File: src/rtl/pipe_ctrl_pkg.sv
// Shared definitions for the pipeline flow controller: state encodings,
// default parameters and the control-bundle layout used for debug readout.
package pipe_ctrl_pkg;

    localparam int CNT_W_DEF        = 16;
    localparam int DRAIN_CYCLES_DEF = 3;
    localparam int DRAIN_W          = 3;

    typedef enum logic [1:0] {
        PC_RUN   = 2'd0,
        PC_DRAIN = 2'd1,
        PC_HALT  = 2'd2
    } pc_state_e;

    typedef struct packed {
        logic enPC;
        logic enIFID;
        logic enIDEX;
        logic bubbleIDEX;
        logic flushIFID;
        logic enLate;
    } pc_ctrl_t;

    function automatic logic [DRAIN_W-1:0] drainLoad(input int cycles);
        return DRAIN_W'(cycles - 1);
    endfunction

endpackage

File: src/rtl/pipe_ctrl_if.sv
// Request/control bundle between the core datapath (master) and pipe_ctrl (slave).
// Requests are level signals sampled every cycle; the controls answer them
// combinationally in the same cycle, while fwdEX, halted and counters are registered.
interface pipe_ctrl_if #(
    parameter int CNT_W = 16
);
    logic             doStall;
    logic             doFwd;
    logic             brTaken;
    logic             memBusy;
    logic             haltReq;
    logic             resume;
    logic             cntClr;
    logic             enPC;
    logic             enIFID;
    logic             enIDEX;
    logic             bubbleIDEX;
    logic             flushIFID;
    logic             enLate;
    logic             fwdEX;
    logic             halted;
    logic [CNT_W-1:0] stallCnt;
    logic [CNT_W-1:0] flushCnt;

    modport master (
        output doStall, doFwd, brTaken, memBusy, haltReq, resume, cntClr,
        input  enPC, enIFID, enIDEX, bubbleIDEX, flushIFID, enLate,
               fwdEX, halted, stallCnt, flushCnt
    );

    modport slave (
        input  doStall, doFwd, brTaken, memBusy, haltReq, resume, cntClr,
        output enPC, enIFID, enIDEX, bubbleIDEX, flushIFID, enLate,
               fwdEX, halted, stallCnt, flushCnt
    );
endinterface

File: src/rtl/pipe_ctrl_sat_counter.sv
// Saturating up-counter with synchronous clear; clear wins over increment.
module sat_counter #(
    parameter int CNT_W = 16
) (
    input  logic             clk,
    input  logic             rstn,
    input  logic             inc,
    input  logic             clr,
    output logic [CNT_W-1:0] cnt
);
    always_ff @(posedge clk or negedge rstn) begin
        if (!rstn) begin
            cnt <= '0;
        end else if (clr) begin
            cnt <= '0;
        end else if (inc && (cnt != '1)) begin
            cnt <= cnt + 1'b1;
        end
    end
endmodule

File: src/rtl/pipe_ctrl.sv
// Pipeline flow controller: turns hazard, branch, memory-wait and halt requests
// into per-stage enables/bubble/flush, and runs the halt/drain state machine.
module pipe_ctrl
    import pipe_ctrl_pkg::*;
#(
    parameter int CNT_W        = CNT_W_DEF,
    parameter int DRAIN_CYCLES = DRAIN_CYCLES_DEF
) (
    input  logic          clk,
    input  logic          rstn,
    pipe_ctrl_if.slave    bus,
    output pc_state_e     dbgState
);
    pc_state_e          state, nextState;
    pc_ctrl_t           ctrl;
    logic [DRAIN_W-1:0] drainCnt;
    logic               drainLd, drainDec;
    logic               stallInc, flushInc;

    always_comb begin
        ctrl      = '0;
        nextState = state;
        drainLd   = 1'b0;
        drainDec  = 1'b0;
        stallInc  = 1'b0;
        flushInc  = 1'b0;
        case (state)
            PC_RUN: begin
                if (bus.memBusy) begin
                    stallInc = 1'b1;
                end else if (bus.brTaken) begin
                    ctrl     = '{enPC: 1'b1, enIFID: 1'b1, enIDEX: 1'b1,
                                 bubbleIDEX: 1'b1, flushIFID: 1'b1, enLate: 1'b1};
                    flushInc = 1'b1;
                end else if (bus.doStall) begin
                    ctrl     = '{enPC: 1'b0, enIFID: 1'b0, enIDEX: 1'b1,
                                 bubbleIDEX: 1'b1, flushIFID: 1'b0, enLate: 1'b1};
                    stallInc = 1'b1;
                end else if (bus.haltReq) begin
                    // Halt instruction itself advances into ID/EX as a bubble.
                    ctrl      = '{enPC: 1'b1, enIFID: 1'b1, enIDEX: 1'b1,
                                  bubbleIDEX: 1'b1, flushIFID: 1'b0, enLate: 1'b1};
                    nextState = PC_DRAIN;
                    drainLd   = 1'b1;
                end else begin
                    ctrl = '{enPC: 1'b1, enIFID: 1'b1, enIDEX: 1'b1,
                             bubbleIDEX: 1'b0, flushIFID: 1'b0, enLate: 1'b1};
                end
            end
            PC_DRAIN: begin
                ctrl.enIDEX     = 1'b1;
                ctrl.bubbleIDEX = 1'b1;
                ctrl.enLate     = ~bus.memBusy;
                stallInc        = bus.memBusy;
                // An older branch resolving in EX still redirects the PC.
                if (bus.brTaken && !bus.memBusy) begin
                    ctrl.enPC = 1'b1;
                    flushInc  = 1'b1;
                end
                if (!bus.memBusy) begin
                    if (drainCnt == '0) nextState = PC_HALT;
                    else                drainDec  = 1'b1;
                end
            end
            PC_HALT: begin
                if (bus.resume) nextState = PC_RUN;
            end
            default: nextState = PC_RUN;
        endcase
    end

    always_ff @(posedge clk or negedge rstn) begin
        if (!rstn) begin
            state    <= PC_RUN;
            drainCnt <= '0;
        end else begin
            state <= nextState;
            if (drainLd)       drainCnt <= drainLoad(DRAIN_CYCLES);
            else if (drainDec) drainCnt <= drainCnt - 1'b1;
        end
    end

    always_ff @(posedge clk or negedge rstn) begin
        if (!rstn) begin
            bus.fwdEX  <= 1'b0;
            bus.halted <= 1'b0;
        end else begin
            bus.halted <= (state == PC_HALT);
            if (state != PC_RUN)  bus.fwdEX <= 1'b0;
            else if (ctrl.enIDEX) bus.fwdEX <= bus.doFwd & ~ctrl.bubbleIDEX;
        end
    end

    sat_counter #(.CNT_W(CNT_W)) uStallCnt (
        .clk  (clk),
        .rstn (rstn),
        .inc  (stallInc),
        .clr  (bus.cntClr),
        .cnt  (bus.stallCnt)
    );

    sat_counter #(.CNT_W(CNT_W)) uFlushCnt (
        .clk  (clk),
        .rstn (rstn),
        .inc  (flushInc),
        .clr  (bus.cntClr),
        .cnt  (bus.flushCnt)
    );

    assign bus.enPC       = ctrl.enPC;
    assign bus.enIFID     = ctrl.enIFID;
    assign bus.enIDEX     = ctrl.enIDEX;
    assign bus.bubbleIDEX = ctrl.bubbleIDEX;
    assign bus.flushIFID  = ctrl.flushIFID;
    assign bus.enLate     = ctrl.enLate;
    assign dbgState       = state;

endmodule

File: src/flat_wrapper.sv
// flat-port wrapper written by rule: the top's interface ports become plain ports
module pipe_ctrl_flat import pipe_ctrl_pkg::*;
#(
    parameter int CNT_W        = CNT_W_DEF,
    parameter int DRAIN_CYCLES = DRAIN_CYCLES_DEF
)
  (clk, rstn, dbgState, bus_doStall, bus_doFwd, bus_brTaken, bus_memBusy, bus_haltReq, bus_resume, bus_cntClr, bus_enPC, bus_enIFID, bus_enIDEX, bus_bubbleIDEX, bus_flushIFID, bus_enLate, bus_fwdEX, bus_halted, bus_stallCnt, bus_flushCnt);
  pipe_ctrl_if #(.CNT_W(CNT_W)) bus_i ();
  input  logic clk;
  input  logic rstn;
  output pc_state_e dbgState;
  input wire logic [$bits(bus_i.doStall)-1:0] bus_doStall;
  input wire logic [$bits(bus_i.doFwd)-1:0] bus_doFwd;
  input wire logic [$bits(bus_i.brTaken)-1:0] bus_brTaken;
  input wire logic [$bits(bus_i.memBusy)-1:0] bus_memBusy;
  input wire logic [$bits(bus_i.haltReq)-1:0] bus_haltReq;
  input wire logic [$bits(bus_i.resume)-1:0] bus_resume;
  input wire logic [$bits(bus_i.cntClr)-1:0] bus_cntClr;
  output wire logic [$bits(bus_i.enPC)-1:0] bus_enPC;
  output wire logic [$bits(bus_i.enIFID)-1:0] bus_enIFID;
  output wire logic [$bits(bus_i.enIDEX)-1:0] bus_enIDEX;
  output wire logic [$bits(bus_i.bubbleIDEX)-1:0] bus_bubbleIDEX;
  output wire logic [$bits(bus_i.flushIFID)-1:0] bus_flushIFID;
  output wire logic [$bits(bus_i.enLate)-1:0] bus_enLate;
  output wire logic [$bits(bus_i.fwdEX)-1:0] bus_fwdEX;
  output wire logic [$bits(bus_i.halted)-1:0] bus_halted;
  output wire logic [$bits(bus_i.stallCnt)-1:0] bus_stallCnt;
  output wire logic [$bits(bus_i.flushCnt)-1:0] bus_flushCnt;
  assign bus_i.doStall = bus_doStall;
  assign bus_i.doFwd = bus_doFwd;
  assign bus_i.brTaken = bus_brTaken;
  assign bus_i.memBusy = bus_memBusy;
  assign bus_i.haltReq = bus_haltReq;
  assign bus_i.resume = bus_resume;
  assign bus_i.cntClr = bus_cntClr;
  assign bus_enPC = bus_i.enPC;
  assign bus_enIFID = bus_i.enIFID;
  assign bus_enIDEX = bus_i.enIDEX;
  assign bus_bubbleIDEX = bus_i.bubbleIDEX;
  assign bus_flushIFID = bus_i.flushIFID;
  assign bus_enLate = bus_i.enLate;
  assign bus_fwdEX = bus_i.fwdEX;
  assign bus_halted = bus_i.halted;
  assign bus_stallCnt = bus_i.stallCnt;
  assign bus_flushCnt = bus_i.flushCnt;
  pipe_ctrl #(.CNT_W(CNT_W), .DRAIN_CYCLES(DRAIN_CYCLES)) u_core (.clk(clk), .rstn(rstn), .bus(bus_i), .dbgState(dbgState));
endmodule
File: config.mk
export PLATFORM = sky130hd
export DESIGN_NAME = pipe_ctrl_flat
export DESIGN_NICKNAME = d
export VERILOG_FILES = /design/src/rtl/pipe_ctrl_pkg.sv /design/src/rtl/pipe_ctrl_if.sv /design/src/rtl/pipe_ctrl_sat_counter.sv /design/src/rtl/pipe_ctrl.sv /design/src/flat_wrapper.sv
export SDC_FILE = /design/constraint.sdc
export NUM_CORES = 1
export LEC_CHECK = 0
export BUFFER_PORTS_ARGS = -buffer_cell sky130_fd_sc_hd__buf_2
export CORE_ASPECT_RATIO = 0.9
export CORE_MARGIN = 2
export CORE_UTILIZATION = 25
export DETAILED_ROUTE_END_ITERATION = 8
export SYNTH_ARGS = -nofsm -noshare
export SYNTH_HDL_FRONTEND = slang
export SYNTH_SLANG_ARGS = --single-unit
File: constraint.sdc
create_clock -name clk -period 3.58 [get_ports clk]
set_input_delay 1.074 -clock clk [delete_from_list [all_inputs] [get_ports clk]]
set_output_delay 1.074 -clock clk [all_outputs]
set_load 0.02 [all_outputs]
==> reports/metrics.csv <==
stage,metric,value,unit
outcome,status,"finished, final reports clean",
synth,netlist_area,2200,um^2
sta,top_achievable_clock_speed,326,MHz
final_layout,most-common-layout-cells,"50 x sky130_fd_sc_hd__buf_2, 39 x sky130_fd_sc_hd__dfrtp_1, 36 x sky130_fd_sc_hd__nor2_1",
clock_tree,cts_buffers,5,
clock_tree,worst_skew_pair.late_latency,0.29,ns
sta,post-route-period-util,85.8,%
grt,antenna_found_initial,0,
floorplanning,die_y,93.1,um
detailed_routing,drt_first_iter_violations,54,
clock_tree,post_cts_hold_buffer_count,0,
synth,number_of_distinct_standard_cells_referenced_by_the_synthesized_netlist,46,
clock_tree,cts_resized,0,
grt,congestion_overflow_gr,0,
hold_path,class_of_the_worst_hold_path,reg -> reg,
detailed_routing,firstDrtPassIters,4,
sta,rsz0062_at_grt,false,
sta,timing.slew.headroom,39.0,%
synth,syn_nets,240,
clock_tree,clkTransAtPathRegs,0.07,ns
placement,io_buffer_count,50,
floorplanning,initial_core_util,25.7,%
final_layout,regArea,976,um^2
detailed_routing,detail_route.vias_per_cell,4.78,
placement,total_placed_instance_area,2560,um^2
detailed_routing,number_of_nets_with_antenna_violations_after_routing,0,
clock_tree,cts_tree,yes,
sta,final_critical_path_setup_slack,0.508,ns
floorplanning,rows,32,
floorplanning,dieWidth,103,um
sta,post_layout_minimum_cycle_time,3.07,ns
synth,synthesis.area_per_instance,9.71,um^2
final_layout,fraction_of_final_layout_cells_sized_beyond_drive_strength_1,25.3,%
power_and_ir_drop,ir_worst_vdd,117,uV
placement,place_hpwl,3.92,mm
sta,setup_tns,0,ns
final_layout,final_cell_area,2650,um^2
power_and_ir_drop,power.density,407,nW/um^2
setup_path,crit_fanout,10,
sta,fin_max_slew_vios,0,
clock_tree,root_buffer,sky130_fd_sc_hd__clkbuf_8,
final_layout,filler_cell_count,945,
final_layout,finalNetCount,290,
synth,synth.ff_latch_count,39,
power_and_ir_drop,cellLeakagePower,1.19,nW
floorplanning,placeableCoreArea,8570,um^2
synth,ys.flop_type,sky130_fd_sc_hd__dfrtp_1,
grt,pin_count_of_the_biggest_net_entering_global_routing,40,
final_layout,finalCoreUtilization,30.9,%
final_layout,area_growth_syn_to_layout,20.3,%
floorplanning,io-pin-count,51,
grt,grt_pass1_wl,8.94,mm
synth,synth_enable_flop_cells,0,
sta,finalHoldViolations,0,
grt,vias_in_the_first_global_route,1835,
clock_tree,postCtsSetupRepairBufs,0,
synth,synth-seq-area-share,44.3,%
flow_run,maxCapViolations,0,
setup_path,worst_ep_arrival_time,2.00,ns
placement,dpl_worst_slack,0.492,ns
sta,clock_skew,0.00461,ns
power_and_ir_drop,totalPowerFinal,1.08,mW
detailed_routing,vias,1894,
placement,place.gp.congestion,0.766,
sta,timing_worst_slew_pin_value,0.914,ns
floorplanning,design.die.area,9580,um^2
grt,globalRouteTotalUtil,11.9,%
clock_tree,cts.path.max_buffers,2,
setup_path,type_of_origin_of_the_critical_path,primary input,
final_layout,number_of_antenna_repair_diodes,0,
clock_tree,htree_num_levels,2,
final_layout,area_used_by_multi_input_combinational_logic,1150,um^2
sta,finalSetupViolations,0,
setup_path,timing.setup.critical_path_class,in -> out,
setup_path,timing.critical_path.required,2.51,ns
clock_tree,tritoncts_num_sinks,39,
detailed_routing,finalWirelength,5.46,mm
synth,yosys_warnings,0,
detailed_routing,route.detailed.drc,0,
detailed_routing,drt-wirelength-per-cell,13.8,um
setup_path,end_kind,output port,
final_layout,mostFrequentLayoutCell,sky130_fd_sc_hd__buf_2,
synth,postSynth.asyncResetShare,100,%
synth,synthesis.instances,227,
## critical path, stage by stage
cell and delay, ns:
sky130_fd_sc_hd__buf_2 0.15, sky130_fd_sc_hd__nor2_4 0.21, sky130_fd_sc_hd__nand2_1 0.25, sky130_fd_sc_hd__nor2_1 0.14, sky130_fd_sc_hd__buf_2 0.17
## sequential cells by signal, indices dropped and copies added, names as in the netlist
register              flops
u_core.bus.fwdEX          1
u_core.bus.halted         1
u_core.dbgState           2
u_core.drainCnt           3
u_core.uFlushCnt.cnt     16
u_core.uStallCnt.cnt     16
## report_power, final
part | leakage, nW | switching, mW | internal (mW)
clock network | 0.0470 | 0.152 | 0.151
logic | 0.603 | 0.165 | 0.0913
registers | 0.536 | 0.0423 | 0.476
## worst paths after layout
path / startpoint / to / slack, ns / cells past startpoint
setup / recovery: bus_memBusy / bus_flushIFID / 0.51 / 5
hold / removal: u_core.drainCnt[1] / u_core.drainCnt[1] / 0.53 / 2
setup reg to reg: u_core.uStallCnt.cnt[0] / u_core.uStallCnt.cnt[0] / 1.40 / 6
hold reg to reg: u_core.drainCnt[1] / u_core.drainCnt[1] / 0.53 / 2
max in group asynchronous: rstn / u_core.uFlushCnt.cnt[2] / 2.09 / 1
min in group asynchronous: rstn / u_core.uStallCnt.cnt[7] / 0.91 / 1
## area by class of cell
class | instances | share of cell area, %
Multi-Input combinational cell | 173 | 43.5
Inverter | 7 | 0.992
Sequential cell | 39 | 36.8
Timing Repair Buffer | 51 | 9.73
Tap cell | 119 | 5.62
Clock inverter | 1 | 0.189
Clock buffer | 6 | 3.12
## per-layer routing
metal  global-route usage, %  routed length, um  up-vias
met3                    3.51                299        7
met5                       0                  0        -
li1                        -                  -      915
met2                    18.8               2590       52
met4                    3.73                 48        0
met1                    15.5               2520      920
## logic make-up after synthesis
group,Yosys count,synth area share (%)
and+or+nand+nor,111,28.2
adders and majority gates,4,2.27
DFF,39,44.3
buffers and inverters,15,3.35
muxes,3,1.36
xor gates and xnor gates,26,10.3
AOI/OAI and AO/OA,29,10.2
## per-stage QoR
step | hold WS (ns) | cells
after global routing | 0.598 | 396
after global placement | 0.501 | 389
after detailed placement | 0.526 | 389
after CTS | 0.546 | 396
final | 0.534 | 396
after floorplan | 0.477 | 227
## cell usage after synthesis (3+ instances only)
cell	count	area (um^2)
sky130_fd_sc_hd__a211oi_1	6	45.0
sky130_fd_sc_hd__xor2_1	3	26.3
sky130_fd_sc_hd__xnor2_1	23	201
sky130_fd_sc_hd__clkbuf_1	4	15.0
sky130_fd_sc_hd__inv_1	7	26.3
sky130_fd_sc_hd__a21oi_1	8	40.0
sky130_fd_sc_hd__dfrtp_1	39	976
sky130_fd_sc_hd__nor4_2	3	37.5
sky130_fd_sc_hd__mux2i_1	3	30.0
sky130_fd_sc_hd__ha_1	4	50.1
sky130_fd_sc_hd__nand4_1	13	81.3
sky130_fd_sc_hd__and3_1	5	31.3
sky130_fd_sc_hd__and4_1	4	35.0
sky130_fd_sc_hd__nor3_1	6	30.0
sky130_fd_sc_hd__nor2_1	36	135
sky130_fd_sc_hd__nand2_1	13	48.8
sky130_fd_sc_hd__nand3_1	11	55.1
(Power assumes the default switching activity.)
